--- src/rtl/id_ex_stage.sv ---
// rtl/id_ex_stage.sv - ID/EX pipeline register with load-use hazard detection.
// Optional ID_EX_PERF_EN adds stall/flush bubble counters.
module id_ex_stage #(
   parameter int XLEN   = 32,
   parameter int REG_AW = 5
) (
   input  logic              clk,
   input  logic              rst,
   input  logic [1:0]        id_aluop,
   input  logic              id_alusrc,
   input  logic              id_mtor,
   input  logic              id_regwrite,
   input  logic              id_memread,
   input  logic              id_memwrite,
   input  logic              id_branch,
   input  logic              id_valid,
   input  logic [XLEN-1:0]   id_pc,
   input  logic [XLEN-1:0]   id_rs1_data,
   input  logic [XLEN-1:0]   id_rs2_data,
   input  logic [XLEN-1:0]   id_imm,
   input  logic [REG_AW-1:0] id_rs1,
   input  logic [REG_AW-1:0] id_rs2,
   input  logic [REG_AW-1:0] id_rd,
   input  logic [3:0]        id_funct,
   input  logic              flush,
   input  logic              hold,
   output logic [1:0]        ex_aluop,
   output logic              ex_alusrc,
   output logic              ex_mtor,
   output logic              ex_regwrite,
   output logic              ex_memread,
   output logic              ex_memwrite,
   output logic              ex_branch,
   output logic              ex_valid,
   output logic [XLEN-1:0]   ex_pc,
   output logic [XLEN-1:0]   ex_rs1_data,
   output logic [XLEN-1:0]   ex_rs2_data,
   output logic [XLEN-1:0]   ex_imm,
   output logic [REG_AW-1:0] ex_rs1,
   output logic [REG_AW-1:0] ex_rs2,
   output logic [REG_AW-1:0] ex_rd,
   output logic [3:0]        ex_funct,
`ifdef ID_EX_PERF_EN
   output logic [31:0]       perf_stall_cnt,
   output logic [31:0]       perf_flush_cnt,
`endif
   output logic              stall
);

   typedef struct packed {
      logic [1:0]        aluop;
      logic              alusrc;
      logic              mtor;
      logic              regwrite;
      logic              memread;
      logic              memwrite;
      logic              branch;
      logic              valid;
      logic [XLEN-1:0]   pc;
      logic [XLEN-1:0]   rs1_data;
      logic [XLEN-1:0]   rs2_data;
      logic [XLEN-1:0]   imm;
      logic [REG_AW-1:0] rs1;
      logic [REG_AW-1:0] rs2;
      logic [REG_AW-1:0] rd;
      logic [3:0]        funct;
   } ex_fields_t;

   ex_fields_t ex_q, ex_d;
   logic       stall_c;

   // A load in EX whose rd feeds the decode instruction must wait one cycle.
   assign stall_c = ex_q.valid & ex_q.memread & (ex_q.rd != '0) & id_valid &
                    ((ex_q.rd == id_rs1) | (ex_q.rd == id_rs2)) & ~flush & ~hold;
   assign stall   = stall_c;

   always_comb begin
      ex_d = ex_q;
      if (flush || stall_c) begin
         ex_d = '0;
      end else if (!hold) begin
         ex_d.aluop    = id_aluop;
         ex_d.alusrc   = id_alusrc;
         ex_d.mtor     = id_mtor;
         ex_d.regwrite = id_regwrite & id_valid;
         ex_d.memread  = id_memread  & id_valid;
         ex_d.memwrite = id_memwrite & id_valid;
         ex_d.branch   = id_branch   & id_valid;
         ex_d.valid    = id_valid;
         ex_d.pc       = id_pc;
         ex_d.rs1_data = id_rs1_data;
         ex_d.rs2_data = id_rs2_data;
         ex_d.imm      = id_imm;
         ex_d.rs1      = id_rs1;
         ex_d.rs2      = id_rs2;
         ex_d.rd       = id_rd;
         ex_d.funct    = id_funct;
      end
   end

   always_ff @(posedge clk or posedge rst) begin
      if (rst) ex_q <= '0;
      else     ex_q <= ex_d;
   end

   assign ex_aluop    = ex_q.aluop;
   assign ex_alusrc   = ex_q.alusrc;
   assign ex_mtor     = ex_q.mtor;
   assign ex_regwrite = ex_q.regwrite;
   assign ex_memread  = ex_q.memread;
   assign ex_memwrite = ex_q.memwrite;
   assign ex_branch   = ex_q.branch;
   assign ex_valid    = ex_q.valid;
   assign ex_pc       = ex_q.pc;
   assign ex_rs1_data = ex_q.rs1_data;
   assign ex_rs2_data = ex_q.rs2_data;
   assign ex_imm      = ex_q.imm;
   assign ex_rs1      = ex_q.rs1;
   assign ex_rs2      = ex_q.rs2;
   assign ex_rd       = ex_q.rd;
   assign ex_funct    = ex_q.funct;

`ifdef ID_EX_PERF_EN
   logic [31:0] perf_stall_cnt_q, perf_flush_cnt_q;

   always_ff @(posedge clk or posedge rst) begin
      if (rst) begin
         perf_stall_cnt_q <= '0;
         perf_flush_cnt_q <= '0;
      end else begin
         if (stall_c) perf_stall_cnt_q <= perf_stall_cnt_q + 32'd1;
         if (flush)   perf_flush_cnt_q <= perf_flush_cnt_q + 32'd1;
      end
   end

   assign perf_stall_cnt = perf_stall_cnt_q;
   assign perf_flush_cnt = perf_flush_cnt_q;
`endif

endmodule
--- config.mk ---
export PLATFORM = sky130hd
export DESIGN_NAME = id_ex_stage
export DESIGN_NICKNAME = d
export VERILOG_FILES = /design/src/rtl/id_ex_stage.sv
export SDC_FILE = /design/constraint.sdc
export NUM_CORES = 1
export LEC_CHECK = 0
export CAP_MARGIN = 0
export CORE_AREA = 3 3 144 146
export CTS_BUF_LIST = sky130_fd_sc_hd__clkbuf_16
export DETAILED_ROUTE_END_ITERATION = 8
export DIE_AREA = 0 0 147 149
export PLACE_DENSITY_LB_ADDON = 0.05
export SYNTH_ARGS = -nofsm -noshare
export SYNTH_HDL_FRONTEND = slang
export SYNTH_SLANG_ARGS = --single-unit
--- constraint.sdc ---
create_clock -name clk -period 6.95 [get_ports clk]
set_clock_uncertainty 0.2 [all_clocks]
set_input_delay 1.39 -clock clk [delete_from_list [all_inputs] [get_ports clk]]
set_output_delay 1.39 -clock clk [all_outputs]
set_load 0.02 [all_outputs]
# ---- Word-level counts from Yosys, hierarchy flattened
# Cells that the tools add are included.
dict set report word_totals {
  register_bits 156
  elab_cells 36
  output_inout_bits 157
}
dict set report classes {
  bitwise 13
  reduce_logical 2
  mux 2
  eq_ne 3
}
# operator n
set op_table {}
lappend op_table {{$mux 156} 2}
lappend op_table {{$and 1x1->1} 10}
lappend op_table {{$eq 5x5->1} 2}
lappend op_table {{$reduce_bool 5->1} 1}
lappend op_table {{$ne 2x1->1 const B} 1}
lappend op_table {{$not 1->1} 2}
lappend op_table {{$logic_or 1x1->1} 1}
lappend op_table {{$or 1x1->1} 1}

# ---- Depth between registers and ports, before layout
dict set report logic_depth {
  ltp_word 8
  depth_mapped 7
  mapped_depth_nobuf 4
}

# ---- Least setup slack after synthesis
# OpenSTA, ideal clock, no wires.
dict set report synth_path {
  kind {input to output}
  start {input port hold}
  end {output port stall}
  path_slack_ns 2.665
  stages 7
  t_arrival_ns 2.695
  cell_sequence {buf_2 -> nor2b_1 -> nand3_1 -> nor3_2 -> buf_6 -> buf_6 -> and2_1}
}
dict set report synth_between {
  elab_chain_cells 2
}
# item line_no
set synth_lines {}
lappend synth_lines {{start, declared} 26} ;# input logic hold,
lappend synth_lines {{$not 1->1} 74} ;# ((ex_q.rd == id_rs1) | (ex_q.rd == id_rs2)) & ~flush & ~hold;
lappend synth_lines {{$and 1x1->1} 74}
lappend synth_lines {{end, declared} 47} ;# output logic stall
# Every way passes these cells.

# ---- Final worst setup path
# Same ends and word-level chain as after synthesis.

==> run summary <==
The slowest stage of the critical path belongs to the cell sky130_fd_sc_hd__clkdlybuf4s50_1. The logs give 0 for the quantity of hold-fixing buffers added after cts and 19530 µm² for the area of the core. Initial core utilization: 40.03%. The tools report the final standard cell area without fillers as 11600 µm².

By startpoint and endpoint, the worst setup path is classified as in -> out. The setup check on the worst reg-to-reg path leaves a slack of 4.31 ns. Sequential cells account for 41.4% of the total power. The origin of the worst setup path is hold.

The multi-input combinational cells in the finished layout cover a total of 3533 µm². STA classifies the critical path startpoint as an input port. No sink is reached through more buffers than the 2 on the longest clock path.

Type of the tightest min-delay check: reg -> reg. Broken down by cell family, the worst path's largest delay share belongs to simple AND/OR/NAND/NOR gates. The logs give 656.9 µW for the switching power and 1601 for the number of fill cells in the layout.

STA classifies the critical path endpoint as a primary output. The run gives 4.720 nW as the static leakage. Number of max-slew violations in the final report: 0.

The logs give 0 for the number of max-capacitance violations reported and 20.46% for the total routing resource utilization after global routing. Detailed-route via count: 5844. After routing, the total negative slack on setup checks comes to 0 ns. The x dimension of the die is 147 µm, and the source-to-sink clock delay at the later pin of the worst-skew pair is 0.42 ns. Of the synthesized area, sequential elements account for 49.94%. The die is 149 µm tall. After the first detailed-routing iteration, the DRC count stood at 199. The share of power burned in the clock network is 37.9%, and the combined buffer and inverter count along the critical path is 2. When the netlist entered floorplanning its net count stood at 719. In this run, the combinational gates consume 20.7% of the power. In the synthesized netlist, the number of instances is 559. The clock-pin slew on the worst setup and hold paths came out at 0.07 ns. The flow ran to the end, and the final reports show no timing, DRC or antenna violations. The tools report the count of endpoints failing hold in the final timing report as 0. The pin count of the biggest net entering global routing was 157. TritonCTS built the clock tree. The register cell area after layout is 3904 µm². The endpoint identified for the worst register-to-register timing path is ex_imm[4]. The number of global-route vias before repair was 6198; the worst slew margin relative to its limit was 22.03%. Startpoint of the lowest-slack register-to-register path: ex_rd[1]. Global routing finished with a remaining overflow of 0. The tools report the initial antenna violation count as 1. The tools report the capture point of the critical path as stall. Walking the worst path, the cells encountered are clkbuf_8, nor2b_1, nand3_1, nor3_4, and2_1, clkdlybuf4s50_1. Largest driver fanout on the critical path: 77. The weighted congestion reported at the end of routability-driven placement came out at 0.7834.

The first global-routing pass estimated 35840 µm of wire. Net total in the final layout: 991. The depth of the worst register-to-register path was 5; the warning count from the yosys run was 0. For this design the top-level I/O count stands at 317.

The worst-case IR drop observed on VDD is 0.0001604 V. In this run, post-CTS repair resized a total of 0 instances. The number of clock buffers added by TritonCTS is 17.

Dividing the detail-routed wire length by the instance count gives 20.61 µm. The first TritonRoute pass finished after 4 iterations. The worst path uses 73.79% of the clock period. At the worst endpoint, the required time is 5.36 ns. The count of nets left with antenna violations once routing finished came out at 0. The switching portion of total power works out to 27.46%. In this run the post-CTS setup repair buffer count came out at 0. The H-tree was split into 4 levels. Final number of setup-violating endpoints: 0.

Derived from the worst setup path, the maximum achievable clock frequency is 195.0 MHz. From synthesis to final layout, the design area changed by 48.36%. The DRC violations left is 0, and the instance count on the critical path is 6. Input and output buffers added on the ports amount to 316. Summed over all nets, the half-perimeter wirelength after detailed placement is 14690 µm. For the finished layout, the period the worst path requires is 5.129 ns.

For the total number of placement rows, the log shows 51. The CTS root buffer was sky130_fd_sc_hd__clkbuf_16. The post-route netlist has 20.14% of its cells at a drive strength greater than 1. Mean post-synth cell area: 13.98 µm². In this run the cell area measured after placement is 11020 µm².

Internal power comes to 1.736 mW. Setup repair after global routing left no endpoint under its margin. Counting every sink on the clock net gives 156. The worst stage delay on the critical path was 0.63 ns. Counting flops and latches in the post-synthesis netlist gives 156.

The pin slew with the least headroom to its limit was 1.170 ns. The distinct cell type count of the synthesized netlist was 20; the routed wire length was 22880 µm. The floorplan step defined a die boundary enclosing 21900 µm². At the worst endpoint, the arrival time is 3.54 ns. In the routed layout, each cell is associated on average with a via count of 5.265.

The tools report the area of the mapped netlist as 7816 µm². The power density normalized to cell area is 206.3 nW/µm².
==> registers in the layout, indices dropped and copies added, names as in the netlist, 2 cells and up <==
register and cells:
ex_aluop 2, ex_rs1 5, ex_rs1_data 32, ex_pc 32, ex_imm 32, ex_rd 5, ex_rs2 5, ex_funct 4
ex_rs2_data 32
==> synth_stat cells <==
library cell	count	area, µm²
sky130_fd_sc_hd__a22oi_1	4	30.03
sky130_fd_sc_hd__inv_1	1	3.750
sky130_fd_sc_hd__a211oi_1	27	202.7
sky130_fd_sc_hd__nand2_1	2	7.510
sky130_fd_sc_hd__buf_2	16	80.08
sky130_fd_sc_hd__dfrtp_1	156	3904
sky130_fd_sc_hd__nor2_1	1	3.750
sky130_fd_sc_hd__nor3_2	1	10.01
sky130_fd_sc_hd__xnor2_1	10	87.58
sky130_fd_sc_hd__mux2i_1	151	1511
sky130_fd_sc_hd__nor2b_1	1	6.260
sky130_fd_sc_hd__o22ai_1	1	6.260
sky130_fd_sc_hd__and2_1	1	6.260
sky130_fd_sc_hd__buf_4	1	7.510
sky130_fd_sc_hd__clkbuf_1	37	138.9
sky130_fd_sc_hd__nand3_1	3	15.01
sky130_fd_sc_hd__or4_1	1	7.510
sky130_fd_sc_hd__a21oi_1	1	5.000
sky130_fd_sc_hd__buf_6	15	168.9
sky130_fd_sc_hd__a211oi_2	129	1614
==> power groups by stage <==
stage | clock network [mW] | registers [mW] | logic [mW]
2_1_floorplan | 0 | 1.07 | 0.194
3_3_place_gp | 0 | 1.01 | 0.492
3_5_place_dp | 0 | 1.01 | 0.499
4_1_cts | 0.934 | 0.991 | 0.501
5_1_grt | 0.977 | 0.997 | 0.527
6_report | 0.908 | 0.990 | 0.494
==> layer usage <==
| metal | GRT usage [%] | routed length [µm] | vias up |
|---|---|---|---|
| met3 | 6.867 | 1710 | 22 |
| met1 | 26.15 | 9495 | 2949 |
| met4 | 5.405 | 316 | 2 |
| met2 | 33.60 | 11340 | 202 |
| met5 | 0 | 17 | - |
| li1 | - | - | 2669 |
==> through the flow <==
step | hold slack (ns) | util (%) | cells | power, mW | worst slack [ns]
after floorplan | 0.4869 | - | 559 | 1.260 | 1.153
after global placement | 0.3941 | 56.43 | 1077 | 1.497 | 1.924
after detailed placement | 0.4009 | 56.43 | 1077 | 1.506 | 1.854
after CTS | 0.4094 | 59.37 | 1109 | 2.426 | 1.817
after global routing | 0.4388 | 59.37 | 1109 | 2.501 | 1.709
final | 0.4101 | 59.39 | 1110 | 2.393 | 1.821
==> placed cells by master (no fill, tap or decap), drive strengths merged, types with 2 or more instances in the layout <==
master and n:
clkinvlp 5, clkdlybuf4s50 314, buf 6, bufinv 2, nand2 2, mux2i 151, nand3 3, clkbuf 19
dfrtp 156, xnor2 10, a211oi 156, a22oi 4, inv 4, clkinv 5
==> layout make-up <==
class / count / share of cell area [%]
repair buffers: 322 / 27.95
clock inverters: 15 / 1.295
inverters: 1 / 0.07553
diodes: 1 / 0.02158
clock buffers: 17 / 3.669
multi-input cells: 333 / 30.47
well taps: 265 / 2.859
flip-flops and latches: 156 / 33.66
==> cells by family after synthesis <==
family                 count (synthesis)  share of synthesized area (%)
AND/OR/NAND/NOR                       10                         0.7204
flip-flops                           156                          49.94
buffers and inverters                 70                          5.106
AO/OA/AOI/OAI                        162                          23.77
XOR/XNOR                              10                          1.120
multiplexers                         151                          19.34
==> how the worst min path moves through the flow <==
| stage | startpoint | end | depth (start not counted) |
|---|---|---|---|
| global route | ex_imm[11] | ex_imm[11] | 2 |
| CTS | ex_imm[18] | ex_imm[18] | 2 |
| finish | ex_imm[16] | ex_imm[16] | 2 |
| floorplan | ex_imm[23] | ex_imm[23] | 2 |
| global placement | ex_imm[13] | ex_imm[13] | 2 |
| detailed placement | ex_imm[16] | ex_imm[16] | 2 |
==> tightest hold or removal path, delay by kind of cell (launching register included) <==
family	cells	cell delay, ns
flops	1	0.38
compound gates	1	0.06
mux	1	0.13
(Power assumes the default switching activity.)
==> RTL change, RTL diff (same settings) <==
Build with the macro `ID_EX_PERF_EN` defined.
--- a/src/rtl/id_ex_stage.sv
+++ b/src/rtl/id_ex_stage.sv
@@ -1,5 +1,7 @@
 // rtl/id_ex_stage.sv - ID/EX pipeline register with load-use hazard detection.
 // Optional ID_EX_PERF_EN adds stall/flush bubble counters.
+`define ID_EX_PERF_EN
+
 module id_ex_stage #(
    parameter int XLEN   = 32,
    parameter int REG_AW = 5
Check against the original RTL (old outputs only; new: perf_flush_cnt and perf_stall_cnt): equivalent (Yosys induction, for registers that start in step).
==> RTL change against the original RTL <==
Sequential cell count increased by 64. Setup slack got worse by 140 ps. Non-clock buffer count increased by 65. Power increased by 31%. Wire length increased by 17%. Largest power group unchanged. Area after synthesis increased by 21%. Final area increased by 22%. Register-to-register slack got worse by 720 ps.
==> RTL change: results (changes against the original RTL) <==
Status
  – Outcome: finished, final reports clean

Finish
  – # clk buffers: 25 (+8)
  – Clock-cell share: 5.16% (+0.19 points)
  – NonClk Buf Share: 27.5% (-0.49 points)
  – Non-clk bufs: 387 (+20%)
  – Fillcell total: 1453 (-9.2%)
  – Layout area overhead: 50.0%
  – Inverters: 3 (+2)
  – Layout cells sized above 1: 5.30% (-15 points)
  – Multi-input gates: 516 (+55%)
  – Multi-input gate area: 3680 µm² (+4.2%)

Power
  – Net Sw Power: 827 µW (+26%)
  – Leak: 0.00673 µW (+43%)

Worst setup path
  – Worst setup path startpoint: id_rs2[2]
  – Crit path DAT: 3680 ps (+140 ps)
  – Delay-heaviest family, CP: buffers and inverters

Clock tree
  – H-tree Lvls: 1 (-3)
  – Clock buffer count from CTS: 24 (+7)
  – CTS Sinks: 220 (+41%)
  – Buffer depth of the longest clock path: 3 (+1)
  – Latest clock arrival within the worst-skew pair: 500 ps (+80 ps)

Routing
  – Vias per cell: 4.97 (-5.6%)
  – Metal-1 WL: 10300 µm (+8.6%)
  – Number of DRC markers in iteration 0: 317 (+59%)
  – Wire length on met2: 13100 µm (+15%)

GRT
  – Initial antenna violation count: 0 (-1)
  – Global-route wire length before repair: 42500 µm (+19%)
  – Grt met1 use: 29.0% (+2.9 points)
  – Vias in the first global route: 7519 (+21%)
  – Largest net degree at the start of global routing: 121 (-23%)

Synthesis
  – Syn nets: 943 (+31%)
  – Commonest cells in the netlist: dfrtp_1 (220), nor2_1 (169), mux2i_1 (151)
  – Post-synth cell types: 41 (+110%)
  – Seq/Total Area, Yosys: 58.4% (+8.4 points)
  – Synth Area in XOR/XNOR: 6.69% (+5.6 points)

Placement
  – Placed inst area: 13400 µm² (+22%)
  – DP Cell Count: 1391 (+29%)
  – Buffers on Ports: 380 (+20%)

Worst hold path
  – Hold_sp: perf_stall_cnt[31]

STA
  – Slew headroom: 29.6% (+7.6 points)
==> RTL change: cell count changes in the layout (fill, tap and decap cells not counted), moves of 21 or more <==
cell             unedited run  this run
nor2_1                      1       169
dfrtp_1                   156       220
a211oi_2                  129         0
clkdlybuf4s50_1           314       379
xor2_1                      0        45
a211oi_1                   27         0
nand2_1                     2        23
==> RTL change: final timing paths <==
check                      slack, ps  cells after the start            endpoint
setup / recovery                1680                      7               stall
min in group asynchronous       1270                      3  perf_stall_cnt[18]
hold / removal                   270                      1  perf_stall_cnt[31]
max in group asynchronous       4050                      4     ex_rs2_data[28]
setup reg to reg                3590                      7           ex_pc[23]
hold reg to reg                  270                      1  perf_stall_cnt[31]
==> RTL change: logic make-up after synthesis <==
logic type      count (synthesis)
mux                           153
flops                         220
xor+xnor                       72
buf+inv                        45
simple gates                  280
fa+ha+maj                       2
compound gates                  9
